File: src/rtl/key_display_pkg.sv
// Shared definitions for the key display scheduler: FSM state codes, blank code, helpers.
package key_display_pkg;

    localparam int CODE_W = 7;

    typedef logic [1:0] state_t;

    localparam state_t ST_IDLE = 2'd0;
    localparam state_t ST_SHOW = 2'd1;
    localparam state_t ST_GAP  = 2'd2;

    localparam logic [CODE_W-1:0] BLANK_CODE = 7'b0;

    function automatic logic is_onehot(input logic [CODE_W-1:0] code);
        return (code != '0) && ((code & (code - CODE_W'(1))) == '0);
    endfunction

    // Width for a down-counter that must hold max(hold, gap) - 1; never below one bit.
    function automatic int timer_width(input int hold, input int gap);
        int m;
        m = (hold > gap) ? hold : gap;
        return (m > 1) ? $clog2(m) : 1;
    endfunction

endpackage

File: src/rtl/key_fifo.sv
// DEPTH x 7 code queue with registered occupancy count; pointers wrap modulo DEPTH.
module key_fifo
    import key_display_pkg::*;
#(
    parameter int DEPTH = 4
) (
    input  logic                     clk,
    input  logic                     reset,
    input  logic                     push_i,
    input  logic [CODE_W-1:0]        data_i,
    input  logic                     pop_i,
    output logic [CODE_W-1:0]        data_o,
    output logic [$clog2(DEPTH):0]   count_o
);

    localparam int AW = $clog2(DEPTH);

    logic [CODE_W-1:0] mem_q [DEPTH];
    logic [AW-1:0]     wr_ptr_q, rd_ptr_q;
    logic [AW:0]       count_q, count_d;
    logic              push_ok, pop_ok;

    // Guards make over/underflow impossible even if a caller misbehaves.
    assign push_ok = push_i && (count_q != (AW+1)'(DEPTH));
    assign pop_ok  = pop_i && (count_q != '0);

    always_comb begin
        count_d = count_q;
        if (push_ok && !pop_ok) begin
            count_d = count_q + (AW+1)'(1);
        end else if (pop_ok && !push_ok) begin
            count_d = count_q - (AW+1)'(1);
        end
    end

    always_ff @(posedge clk) begin
        if (push_ok) begin
            mem_q[wr_ptr_q] <= data_i;
        end
    end

    always_ff @(posedge clk or posedge reset) begin
        if (reset) begin
            wr_ptr_q <= '0;
            rd_ptr_q <= '0;
            count_q  <= '0;
        end else begin
            if (push_ok) wr_ptr_q <= wr_ptr_q + AW'(1);
            if (pop_ok)  rd_ptr_q <= rd_ptr_q + AW'(1);
            count_q <= count_d;
        end
    end

    assign data_o  = mem_q[rd_ptr_q];
    assign count_o = count_q;

endmodule

File: src/rtl/key_display_scheduler.sv
// Queues one-hot key codes and shows each for HOLD_CYCLES, followed by GAP_CYCLES of blank.
// state | meaning
// IDLE  | queue empty, display blank
// SHOW  | current code on disp_data, timer counting the hold
// GAP   | display blank, timer counting the gap
module key_display_scheduler
    import key_display_pkg::*;
#(
    parameter int HOLD_CYCLES = 25_000_000,
    parameter int GAP_CYCLES  = 2_500_000,
    parameter int DEPTH       = 4
) (
    input  logic                     clk,
    input  logic                     reset,
    input  logic                     in_valid,
    input  logic [CODE_W-1:0]        in_data,
    output logic                     in_ready,
    output logic [CODE_W-1:0]        disp_data,
    output logic                     busy,
    output logic [$clog2(DEPTH):0]   pending,
    output logic                     err
);

    localparam int TW = timer_width(HOLD_CYCLES, GAP_CYCLES);
    localparam int PW = $clog2(DEPTH) + 1;
    localparam logic [TW-1:0] HOLD_LD = TW'(HOLD_CYCLES - 1);
    localparam logic [TW-1:0] GAP_LD  = TW'(GAP_CYCLES - 1);

    state_t            state_q, state_d;
    logic [TW-1:0]     timer_q, timer_d;
    logic [CODE_W-1:0] disp_q, disp_d, head;
    logic              busy_q, busy_d, err_q, err_d;
    logic              accept, push, pop;
    logic [PW-1:0]     count;

    key_fifo #(.DEPTH(DEPTH)) u_fifo (
        .clk     (clk),
        .reset   (reset),
        .push_i  (push),
        .data_i  (in_data),
        .pop_i   (pop),
        .data_o  (head),
        .count_o (count)
    );

    assign in_ready = (count < PW'(DEPTH));
    assign accept   = in_valid && in_ready;
    assign push     = accept && is_onehot(in_data);
    assign err_d    = accept && !is_onehot(in_data);

    always_comb begin
        state_d = state_q;
        timer_d = timer_q;
        disp_d  = disp_q;
        pop     = 1'b0;
        unique case (state_q)
            ST_IDLE: begin
                if (count != '0) begin
                    pop     = 1'b1;
                    disp_d  = head;
                    timer_d = HOLD_LD;
                    state_d = ST_SHOW;
                end
            end
            ST_SHOW: begin
                if (timer_q == '0) begin
                    disp_d  = BLANK_CODE;
                    timer_d = GAP_LD;
                    state_d = ST_GAP;
                end else begin
                    timer_d = timer_q - TW'(1);
                end
            end
            ST_GAP: begin
                if (timer_q != '0) begin
                    timer_d = timer_q - TW'(1);
                end else if (count != '0) begin
                    // Chain straight into the next code without passing through IDLE.
                    pop     = 1'b1;
                    disp_d  = head;
                    timer_d = HOLD_LD;
                    state_d = ST_SHOW;
                end else begin
                    state_d = ST_IDLE;
                end
            end
            default: begin
                disp_d  = BLANK_CODE;
                timer_d = '0;
                state_d = ST_IDLE;
            end
        endcase
        busy_d = (state_d != ST_IDLE);
    end

    always_ff @(posedge clk or posedge reset) begin
        if (reset) begin
            state_q <= ST_IDLE;
            timer_q <= '0;
            disp_q  <= BLANK_CODE;
            busy_q  <= 1'b0;
            err_q   <= 1'b0;
        end else begin
            state_q <= state_d;
            timer_q <= timer_d;
            disp_q  <= disp_d;
            busy_q  <= busy_d;
            err_q   <= err_d;
        end
    end

    assign disp_data = disp_q;
    assign busy      = busy_q;
    assign pending   = count;
    assign err       = err_q;

endmodule

File: config.mk
export PLATFORM = sky130hd
export DESIGN_NAME = key_display_scheduler
export DESIGN_NICKNAME = d
export VERILOG_FILES = /design/src/rtl/key_display_pkg.sv /design/src/rtl/key_fifo.sv /design/src/rtl/key_display_scheduler.sv
export SDC_FILE = /design/constraint.sdc
export NUM_CORES = 1
export LEC_CHECK = 0
export BUFFER_PORTS_ARGS = -buffer_cell sky130_fd_sc_hd__buf_2
export CORE_ASPECT_RATIO = 1.75
export CORE_MARGIN = 5
export CORE_UTILIZATION = 55
export CTS_CLUSTER_SIZE = 16
export DETAILED_ROUTE_END_ITERATION = 12
export PLACE_DENSITY = 0.72
export SKIP_CTS_REPAIR_TIMING = 1
export SLEW_MARGIN = 20
export SYNTH_ARGS = -nofsm -noshare
export SYNTH_HDL_FRONTEND = slang
export SYNTH_SLANG_ARGS = --single-unit
File: constraint.sdc
create_clock -name clk -period 2.63 [get_ports clk]
set_input_delay 0.3945 -clock clk [delete_from_list [all_inputs] [get_ports clk]]
set_output_delay 0.3945 -clock clk [all_outputs]
set_load 0.01 [all_outputs]
==> results.json, run 1 <==
{
  "synth_fa_ha_area_share_pct": 2.92,
  "first_iter_violations": 214,
  "rr_startpoint": "timer_q[2]",
  "finalHoldViolations": 0,
  "cts_max_level": 3,
  "startpoint": "timer_q[2]",
  "regArea_sq_um": 1920,
  "grt.overflow.total": 0,
  "routedWlPerCell_um": 18.3,
  "drive_gt1_share_pct": 22.0,
  "period_share_pct": 92.6,
  "critPathRequiredTime_ns": 2.84,
  "area_growth_syn_to_layout_pct": 17.9,
  "synth.net_count": 345,
  "drt-total-wl_um": 8340,
  "ys_warn_count": 0,
  "dr.pass1.iters": 4,
  "slew_viol_final": 0,
  "pwr_density_cell_nw_per_um2": 684,
  "cts_tree": "yes",
  "dp_slack_ns": -0.0264,
  "synth-main-ff-cell": "dfrtp_1",
  "finalSetupViolations": 0,
  "yosysTopAreaCell": "dfrtp_1",
  "place_area_sq_um": 4000,
  "synthMuxAreaShare_pct": 5.15,
  "initial_core_util_pct": 56.4,
  "numPortBuffers": 22,
  "synth_area_leaders": "dfrtp_1 (29%), edfxtp_1 (23%), mux4_2 (4.3%), xnor2_1 (3.8%), a32oi_1 (3.3%)",
  "start_kind": "flip-flop",
  "crit_chain": "nor4_4 > nand4_1 > o21ai_2 > nand2_1 > ha_1 > inv_1 > fa_1 > mux2_2",
  "setup_ws_ns": 0.195,
  "antenna_cells": 0,
  "via_per_inst": 6.13,
  "dieArea_sq_um": 8510,
  "cts_made_buffers": 9,
  "tightest_slew_ns": 0.915,
  "clockBufferDepth": 2,
  "cts.clk_slew.worst_paths_ns": 0.06,
  "drv_cap": 0,
  "syn-cell-area_sq_um": 3690,
  "r2r_setup_slack_ns": 0.19,
  "slew-limit-headroom_pct": 38.9,
  "critical-path-max-stage-delay_ns": 0.46,
  "synth_edf_count": 28,
  "syn_inst": 327,
  "ys_seq_area_share_pct": 51.9,
  "power.leakage_nw": 1.63,
  "rows": 39,
  "vias": 2787,
  "reg2regPathDepth": 8,
  "synthArstFlopShare_pct": 60.6,
  "synth_top_family_by_area": "compound AO/OA/AOI/OAI gates",
  "antenna_found_initial": 0,
  "cp-end-kind": "flip-flop",
  "path_class": "flip-flop to flip-flop",
  "clkSinkCount": 71,
  "peakVddDrop_uv": 539,
  "multi_input_area_sq_um": 1650,
  "place_congestion": 0.919,
  "layout.nets": 386,
  "fin_crit_ns": 2.44,
  "worstSkewPairLatency_ns": 0.33,
  "coreArea_sq_um": 6540,
  "postRouteAntennaNets": 0,
  "crit_slowest_cell": "dfrtp_1",
  "postLayoutCellArea_sq_um": 4350,
  "cp_max_fo": 5,
  "root_buffer": "clkbuf_16",
  "io_pins": 23,
  "die_w_um": 71.9,
  "synth_top_area_share_pct": 29.2,
  "synth_compound_area_share_pct": 16.4,
  "hpwl_um": 6170,
  "fin_skew_ns": 0.00545,
  "synth_xor_area_share_pct": 5.22,
  "synth.most_common_cell": "dfrtp_1",
  "ys_seq_elements": 71,
  "track_usage_pct": 21.0,
  "cp_data_arrival_time_ns": 2.65,
  "rr_endpoint": "u_fifo.count_o[1]",
  "die_h_um": 118,
  "syn_area_per_cell_sq_um": 11.3,
  "synth.distinct_cells": 60,
  "grt_max_degree": 44,
  "hold_path_class": "input pin to asynchronous set/reset pin",
  "fillers": 525,
  "grt_first_pass_wirelength_um": 13700,
  "rsz0062_at_grt": "false",
  "run_status": "complete, no violations",
  "yosys.area_share.simple_pct": 15.1,
  "fmax_mhz": 411,
  "grt_pass1_vias": 2821,
  "synth_common_cells": "dfrtp_1 (43), edfxtp_1 (28), nor2_1 (28), o21ai_0 (19), nand2_1 (18)",
  "drc": 0
}
## cells by family after synthesis
| logic type | Yosys count |
|---|---|
| buf+inv | 27 |
| simple gates | 101 |
| flops | 71 |
| compound gates | 88 |
| xor+xnor | 22 |
| mux | 10 |
| fa+ha+maj | 8 |
## metrics by stage
| step | power, W | util (%) | hold WS, ns | cells | TNS [ns] |
|---|---|---|---|---|---|
| floorplan | 0.00147 | - | 0.474 | 327 | 0 |
| global placement | 0.00159 | 61.2 | 0.496 | 439 | 0 |
| detailed placement | 0.00161 | 61.2 | 0.496 | 439 | -0.0264 |
| CTS | 0.00300 | 66.5 | 0.294 | 455 | 0 |
| global route | 0.00309 | 66.5 | 0.313 | 455 | 0 |
| finish | 0.00297 | 66.5 | 0.263 | 455 | 0 |
## state kept, by name (all words and copies together), names as in the netlist
register         cells
u_fifo.mem_q        28
state_q              2
disp_data            7
u_fifo.rd_ptr_q      2
timer_q             25
busy                 1
err                  1
u_fifo.count_o       3
u_fifo.wr_ptr_q      2
## worst max path at each step
| stage | to | slack (ns) | depth (start not counted) |
|---|---|---|---|
| 2_1_floorplan | u_fifo.count_o[1] | 0.11 | 8 |
| 3_3_place_gp | u_fifo.count_o[2] | 0.07 | 12 |
| 3_5_place_dp | u_fifo.count_o[2] | -0.03 | 12 |
| 4_1_cts | u_fifo.count_o[1] | 0.18 | 8 |
| 5_1_grt | u_fifo.count_o[1] | 0.09 | 8 |
| 6_report | u_fifo.count_o[1] | 0.19 | 8 |
## per-layer routing
layer	vias to the layer above	track usage, %	wire length, um
met5	-	0	0
met4	0	12.4	257
met1	1376	21.3	3090
li1	1329	-	-
met3	17	4.50	268
met2	65	38.1	4720
## power by group
group / leakage, nW / switching, W / internal [W]
Combinational: 0.741 / 0.000196 / 0.000132
Clock: 0.170 / 0.000466 / 0.000929
Sequential: 0.721 / 0.0000499 / 0.00120
## critical path, delay by kind of cell, from the launching register on
kind	cells	cell delay, ns
AO/OA/AOI/OAI	1	0.19
adder cells (fa/ha/maj)	2	0.64
buffers and inverters	1	0.07
flip-flops	1	0.46
multiplexers	1	0.26
AND/OR/NAND/NOR	3	0.70
## placed cells by master (no fill, tap or decap), types with 5 or more instances in the layout
cell type  instances
o22ai_1            9
nor3_1            13
dfrtp_1           43
a21o_1             7
nor4_1             7
a21oi_1           10
a32oi_1           14
edfxtp_1          28
nand2_1           18
buf_2             22
mux4_2             7
xor2_1             6
o21ai_0           19
xnor2_1           16
nor3b_1            5
a211oi_1           6
ha_1               7
buf_4             24
nor2_1            28
clkbuf_16          9
inv_1             10
## layout make-up
type | instances | share of cell area, %
Multi-Input combinational cell | 229 | 38.0
Clock inverter | 7 | 2.79
Inverter | 11 | 0.949
Timing Repair Buffer | 46 | 6.67
Clock buffer | 9 | 5.18
Tap cell | 82 | 2.36
Sequential cell | 71 | 44.1
Note: power is estimated with default switching activity, not from simulation.
==> run 2, diff against run 1 <==
--- a/config.mk
+++ b/config.mk
@@ -5,7 +5,7 @@
 export SDC_FILE = /design/constraint.sdc
 export NUM_CORES = 1
 export LEC_CHECK = 0
-export BUFFER_PORTS_ARGS = -buffer_cell sky130_fd_sc_hd__buf_2
+export BUFFER_PORTS_ARGS = -buffer_cell sky130_fd_sc_hd__buf_4
 export CORE_ASPECT_RATIO = 1.75
 export CORE_MARGIN = 5
 export CORE_UTILIZATION = 55
==> run 2 against run 1 <==
Effect of this change:
- combinational power is 5% higher
- global-route usage rose by 0.34 points
- core utilization is 0.92 points higher
- first-iteration DRC count shrank 6.5%
- largest cell class unchanged
- largest power group unchanged
- highest routed layer unchanged
==> results.json, run 2 (synthesis gave the netlist of run 1 again) <==
{
  "cp-end-kind": "flip-flop",
  "drt-total-wl_um": 8440,
  "hold_path_class": "input pin to asynchronous set/reset pin",
  "first_iter_violations": 200,
  "place_area_sq_um": 4070,
  "fillers": 525,
  "routedWlPerCell_um": 18.5,
  "fmax_mhz": 399,
  "top_register": "u_fifo.mem_q",
  "start_kind": "flip-flop",
  "worstSkewPairLatency_ns": 0.33,
  "drc": 0,
  "die_h_um": 118,
  "postRouteAntennaNets": 0,
  "cts_max_level": 3,
  "finalHoldViolations": 0,
  "grtUsageMet3_pct": 4.59,
  "final_common_cell": "buf_4",
  "grt_first_pass_wirelength_um": 13600,
  "area_growth_syn_to_layout_pct": 19.5,
  "drive_gt1_share_pct": 21.9,
  "setup_tns_ns": 0,
  "grt.overflow.total": 0,
  "slew_viol_final": 0,
  "tightest_slew_ns": 0.658,
  "cp_max_fo": 4,
  "cts_tree": "yes",
  "coreArea_sq_um": 6540,
  "final_util_pct": 67.5,
  "cts_made_buffers": 9,
  "grt_max_degree": 31,
  "drv_cap": 0,
  "antenna_cells": 0,
  "path_class": "flip-flop to flip-flop",
  "clkSinkCount": 71,
  "largest_register_ffs": 28,
  "final_cells": 456,
  "io_pins": 23,
  "rows": 39,
  "use_met1_pct": 20.8,
  "place_congestion": 0.869,
  "dr.pass1.iters": 4,
  "power.leakage_nw": 1.66,
  "hpwl_um": 6150,
  "period_share_pct": 95.3,
  "numPortBuffers": 22,
  "postLayoutCellArea_sq_um": 4410,
  "gr-max-usage-layer": "met2",
  "dieArea_sq_um": 8510,
  "fin_skew_ns": 0.00334,
  "die_w_um": 71.9,
  "run_status": "complete, no violations",
  "cts.clk_slew.worst_paths_ns": 0.05,
  "track_usage_pct": 21.4,
  "fin_crit_ns": 2.51,
  "layout.nets": 387,
  "vias": 2786,
  "initial_core_util_pct": 56.4,
  "peakVddDrop_uv": 619,
  "placed_cells": 440,
  "slew-limit-headroom_pct": 55.7,
  "via_per_inst": 6.11,
  "grt_pass1_vias": 2828,
  "finalSetupViolations": 0,
  "antenna_found_initial": 0,
  "rsz0062_at_grt": "false",
  "clockBufferDepth": 2,
  "pwr_density_cell_nw_per_um2": 673,
  "root_buffer": "clkbuf_16",
  "most-common-layout-cells": "buf_4 (47), dfrtp_1 (43), nor2_1 (28), edfxtp_1 (28), o21ai_0 (19)",
  "cp_data_arrival_time_ns": 2.73,
  "critPathRequiredTime_ns": 2.85,
  "use_met2_pct": 40.7
}
run 2: changes by cell type in the layout (fill, tap and decap cells not counted), sizes merged:
cell    previous run  this run
buf               46        47
clkbuf             9        10
clkinv             4         3
run 2: per-stage QoR:
step           total power [W]  worst slack [ns]  hold WS [ns]
3_3_place_gp           0.00161            0.0778         0.498
2_1_floorplan          0.00147             0.114         0.474
3_5_place_dp           0.00162           -0.0220         0.459
6_report               0.00297             0.122        0.0964
5_1_grt                0.00309           0.00991         0.132
4_1_cts                0.00300             0.111         0.104
run 2: path summary, 6_finish.rpt:
kind	endpoint	slack [ns]	cells after the start	start
worst min-delay path	u_fifo.count_o[0]	0.1	2	reset
worst min register to register	err	0.53	1	u_fifo.count_o[2]
worst max-delay path	u_fifo.count_o[1]	0.12	9	timer_q[21]
worst max register to register	u_fifo.count_o[1]	0.12	9	timer_q[21]
max in group asynchronous	busy	1.95	3	reset
min in group clk	u_fifo.mem_q[2][3]	0.28	1	in_data[3]
run 2: layout make-up:
class,count,area [sq um],area share (%)
tap,82,103,2.33
timing repair buffer,47,353,8.00
multi-input combinational,229,1660,37.6
clock inverter,6,108,2.44
clock buffer,10,229,5.19
inverter,11,42.5,0.965
sequential,71,1920,43.5
run 2: metal layers:
layer	up-vias	share of wire, %
li1	1327	-
met1	1382	35
met2	58	60
met3	19	2.6
met4	0	2.3
met5	-	0
run 2: worst max-delay path, cell delays in order (launching register included):
cell      delay, ns
dfrtp_1        0.41
nor4_2         0.33
buf_4          0.18
nand4b_1       0.18
o21ai_2        0.22
nand2_1        0.10
ha_1           0.24
inv_1          0.08
fa_1           0.40
mux2_2         0.26
run 2: power by group:
| part | internal, W | switching (W) | total [W] |
|---|---|---|---|
| sequential | 0.00120 | 0.0000531 | 0.00125 |
| clock | 0.000924 | 0.000447 | 0.00137 |
| combinational | 0.000154 | 0.000190 | 0.000344 |
==> run 3, diff against run 2 <==
--- a/config.mk
+++ b/config.mk
@@ -8,10 +8,10 @@
 export BUFFER_PORTS_ARGS = -buffer_cell sky130_fd_sc_hd__buf_4
 export CORE_ASPECT_RATIO = 1.75
 export CORE_MARGIN = 5
-export CORE_UTILIZATION = 55
+export CORE_UTILIZATION = 40
 export CTS_CLUSTER_SIZE = 16
 export DETAILED_ROUTE_END_ITERATION = 12
-export PLACE_DENSITY = 0.72
+export PLACE_DENSITY = 0.55
 export SKIP_CTS_REPAIR_TIMING = 1
 export SLEW_MARGIN = 20
 export SYNTH_ARGS = -nofsm -noshare
==> run 3 against run 2 <==
Effect of this change:
- non-clock buffer count unchanged
- register-to-register slack improved by 0.06 ns
- die area increased by 33%
- total power increased by 2.3%
- clock power increased by 4%
- setup slack improved by 0.062 ns
- critical path depth decreased by 1
- count of clock-buffer cells in the layout unchanged
- sequential cell count unchanged
==> results.json, run 3 (synthesis gave the netlist of run 1 again) <==
{
  "fillers": 851,
  "dr.pass1.iters": 4,
  "run_status": "complete, no violations",
  "first_iter_violations": 183,
  "cts_made_buffers": 9,
  "drive_gt1_share_pct": 22.2,
  "largest_register_ffs": 28,
  "drt-total-wl_um": 8990,
  "worstSkewPairLatency_ns": 0.33,
  "fmax_mhz": 409,
  "clkSinkCount": 71,
  "p_int_w": 0.00232,
  "cts.clk_slew.worst_paths_ns": 0.06,
  "final_util_pct": 49.5,
  "drc": 0,
  "tightest_slew_ns": 0.715,
  "die_h_um": 137,
  "track_usage_pct": 17.3,
  "drv_cap": 0,
  "hpwl_um": 6620,
  "cts_max_level": 3,
  "cp_data_arrival_time_ns": 2.66,
  "fin_skew_ns": 0.00610,
  "switching_share_pct": 23.8,
  "rows": 46,
  "place_congestion": 0.826,
  "cp_max_fo": 5,
  "period_share_pct": 93.0,
  "grt_first_pass_wirelength_um": 14500,
  "slew_viol_final": 0,
  "die_w_um": 82.6,
  "initial_core_util_pct": 40.8,
  "peakVddDrop_uv": 449,
  "rsz0062_at_grt": "false",
  "hold_path_class": "input pin to asynchronous set/reset pin",
  "grt.overflow.total": 0,
  "power.leakage_nw": 1.67,
  "cp-end-kind": "flip-flop",
  "place_area_sq_um": 4110,
  "io_pins": 23,
  "top_register": "u_fifo.mem_q",
  "finalHoldViolations": 0,
  "path_class": "flip-flop to flip-flop",
  "whs_ns": 0.182,
  "vias": 2754,
  "switching_power_w": 0.000722,
  "critPathRequiredTime_ns": 2.84,
  "most-common-layout-cells": "buf_4 (47), dfrtp_1 (43), nor2_1 (28), edfxtp_1 (28), o21ai_0 (19)",
  "placed_cells": 478,
  "start_kind": "flip-flop",
  "p_seq_share_pct": 41.2,
  "postRouteAntennaNets": 0,
  "area_growth_syn_to_layout_pct": 21.1,
  "antenna_found_initial": 0,
  "routedWlPerCell_um": 18.2,
  "root_buffer": "clkbuf_16",
  "pwr-share-comb_pct": 11.6,
  "clkPwrFrac_pct": 47.2,
  "cts_tree": "yes",
  "finalSetupViolations": 0,
  "numPortBuffers": 22,
  "fin_crit_ns": 2.45,
  "antenna_cells": 0,
  "coreArea_sq_um": 9040,
  "final_common_cell": "buf_4",
  "clockBufferDepth": 2,
  "postLayoutCellArea_sq_um": 4470,
  "grt_pass1_vias": 2844,
  "pwr_density_cell_nw_per_um2": 680,
  "grt_max_degree": 32,
  "slew-limit-headroom_pct": 51.8,
  "dieArea_sq_um": 11300,
  "via_per_inst": 5.57,
  "layout.nets": 387,
  "final_cells": 494
}
[run 3: final timing paths]
path                                            to         from  depth (start not counted)  slack, ns
worst max-delay path             u_fifo.count_o[1]   timer_q[2]                          8       0.18
worst min-delay path             u_fifo.count_o[0]        reset                          2       0.18
worst max register to register   u_fifo.count_o[1]   timer_q[2]                          8       0.18
worst min register to register         timer_q[23]  timer_q[23]                          1       0.52
max in group asynchronous             disp_data[6]        reset                          3       1.86
min in group clk                u_fifo.mem_q[2][3]   in_data[3]                          1       0.29
[run 3: worst max-delay path, stage by stage (launching register included)]
cell and delay, ns:
dfrtp_1 0.46, nor4_4 0.33, nand4_1 0.26, o21ai_2 0.20
nand2_1 0.11, ha_1 0.23, inv_1 0.07, fa_1 0.40
mux2_2 0.27
[run 3: routing by layer]
layer	global-route usage, %	up-vias	share of wire [%]
li1	-	1324	-
met1	18.0	1369	37
met2	31.9	51	58
met3	3.95	10	2.8
met4	7.27	0	1.9
met5	0	-	0
[run 3: power by group through the flow]
stage	Sequential (W)	Clock [W]	Combinational, W
after detailed placement	0.00127	0	0.000359
after global placement	0.00127	0	0.000343
final	0.00125	0.00143	0.000353
after floorplan	0.00128	0	0.000191
after CTS	0.00125	0.00146	0.000360
after global routing	0.00126	0.00151	0.000402
[run 3: metrics by stage]
stage	setup TNS, ns	setup slack, ns	total power [W]
floorplan	0	0.114	0.00147
global placement	0	0.0327	0.00162
detailed placement	-0.0312	-0.0312	0.00163
CTS	0	0.166	0.00307
global route	0	0.0173	0.00317
finish	0	0.185	0.00304
[run 3: area by class of cell]
| cell class | count | area [sq um] | share of cell area, % |
|---|---|---|---|
| clock buffers | 10 | 239 | 5.35 |
| flip-flops and latches | 71 | 1920 | 42.9 |
| well taps | 120 | 150 | 3.36 |
| repair buffers | 47 | 353 | 7.89 |
| inverters | 11 | 41.3 | 0.924 |
| clock inverters | 6 | 116 | 2.60 |
| multi-input cells | 229 | 1650 | 37.0 |
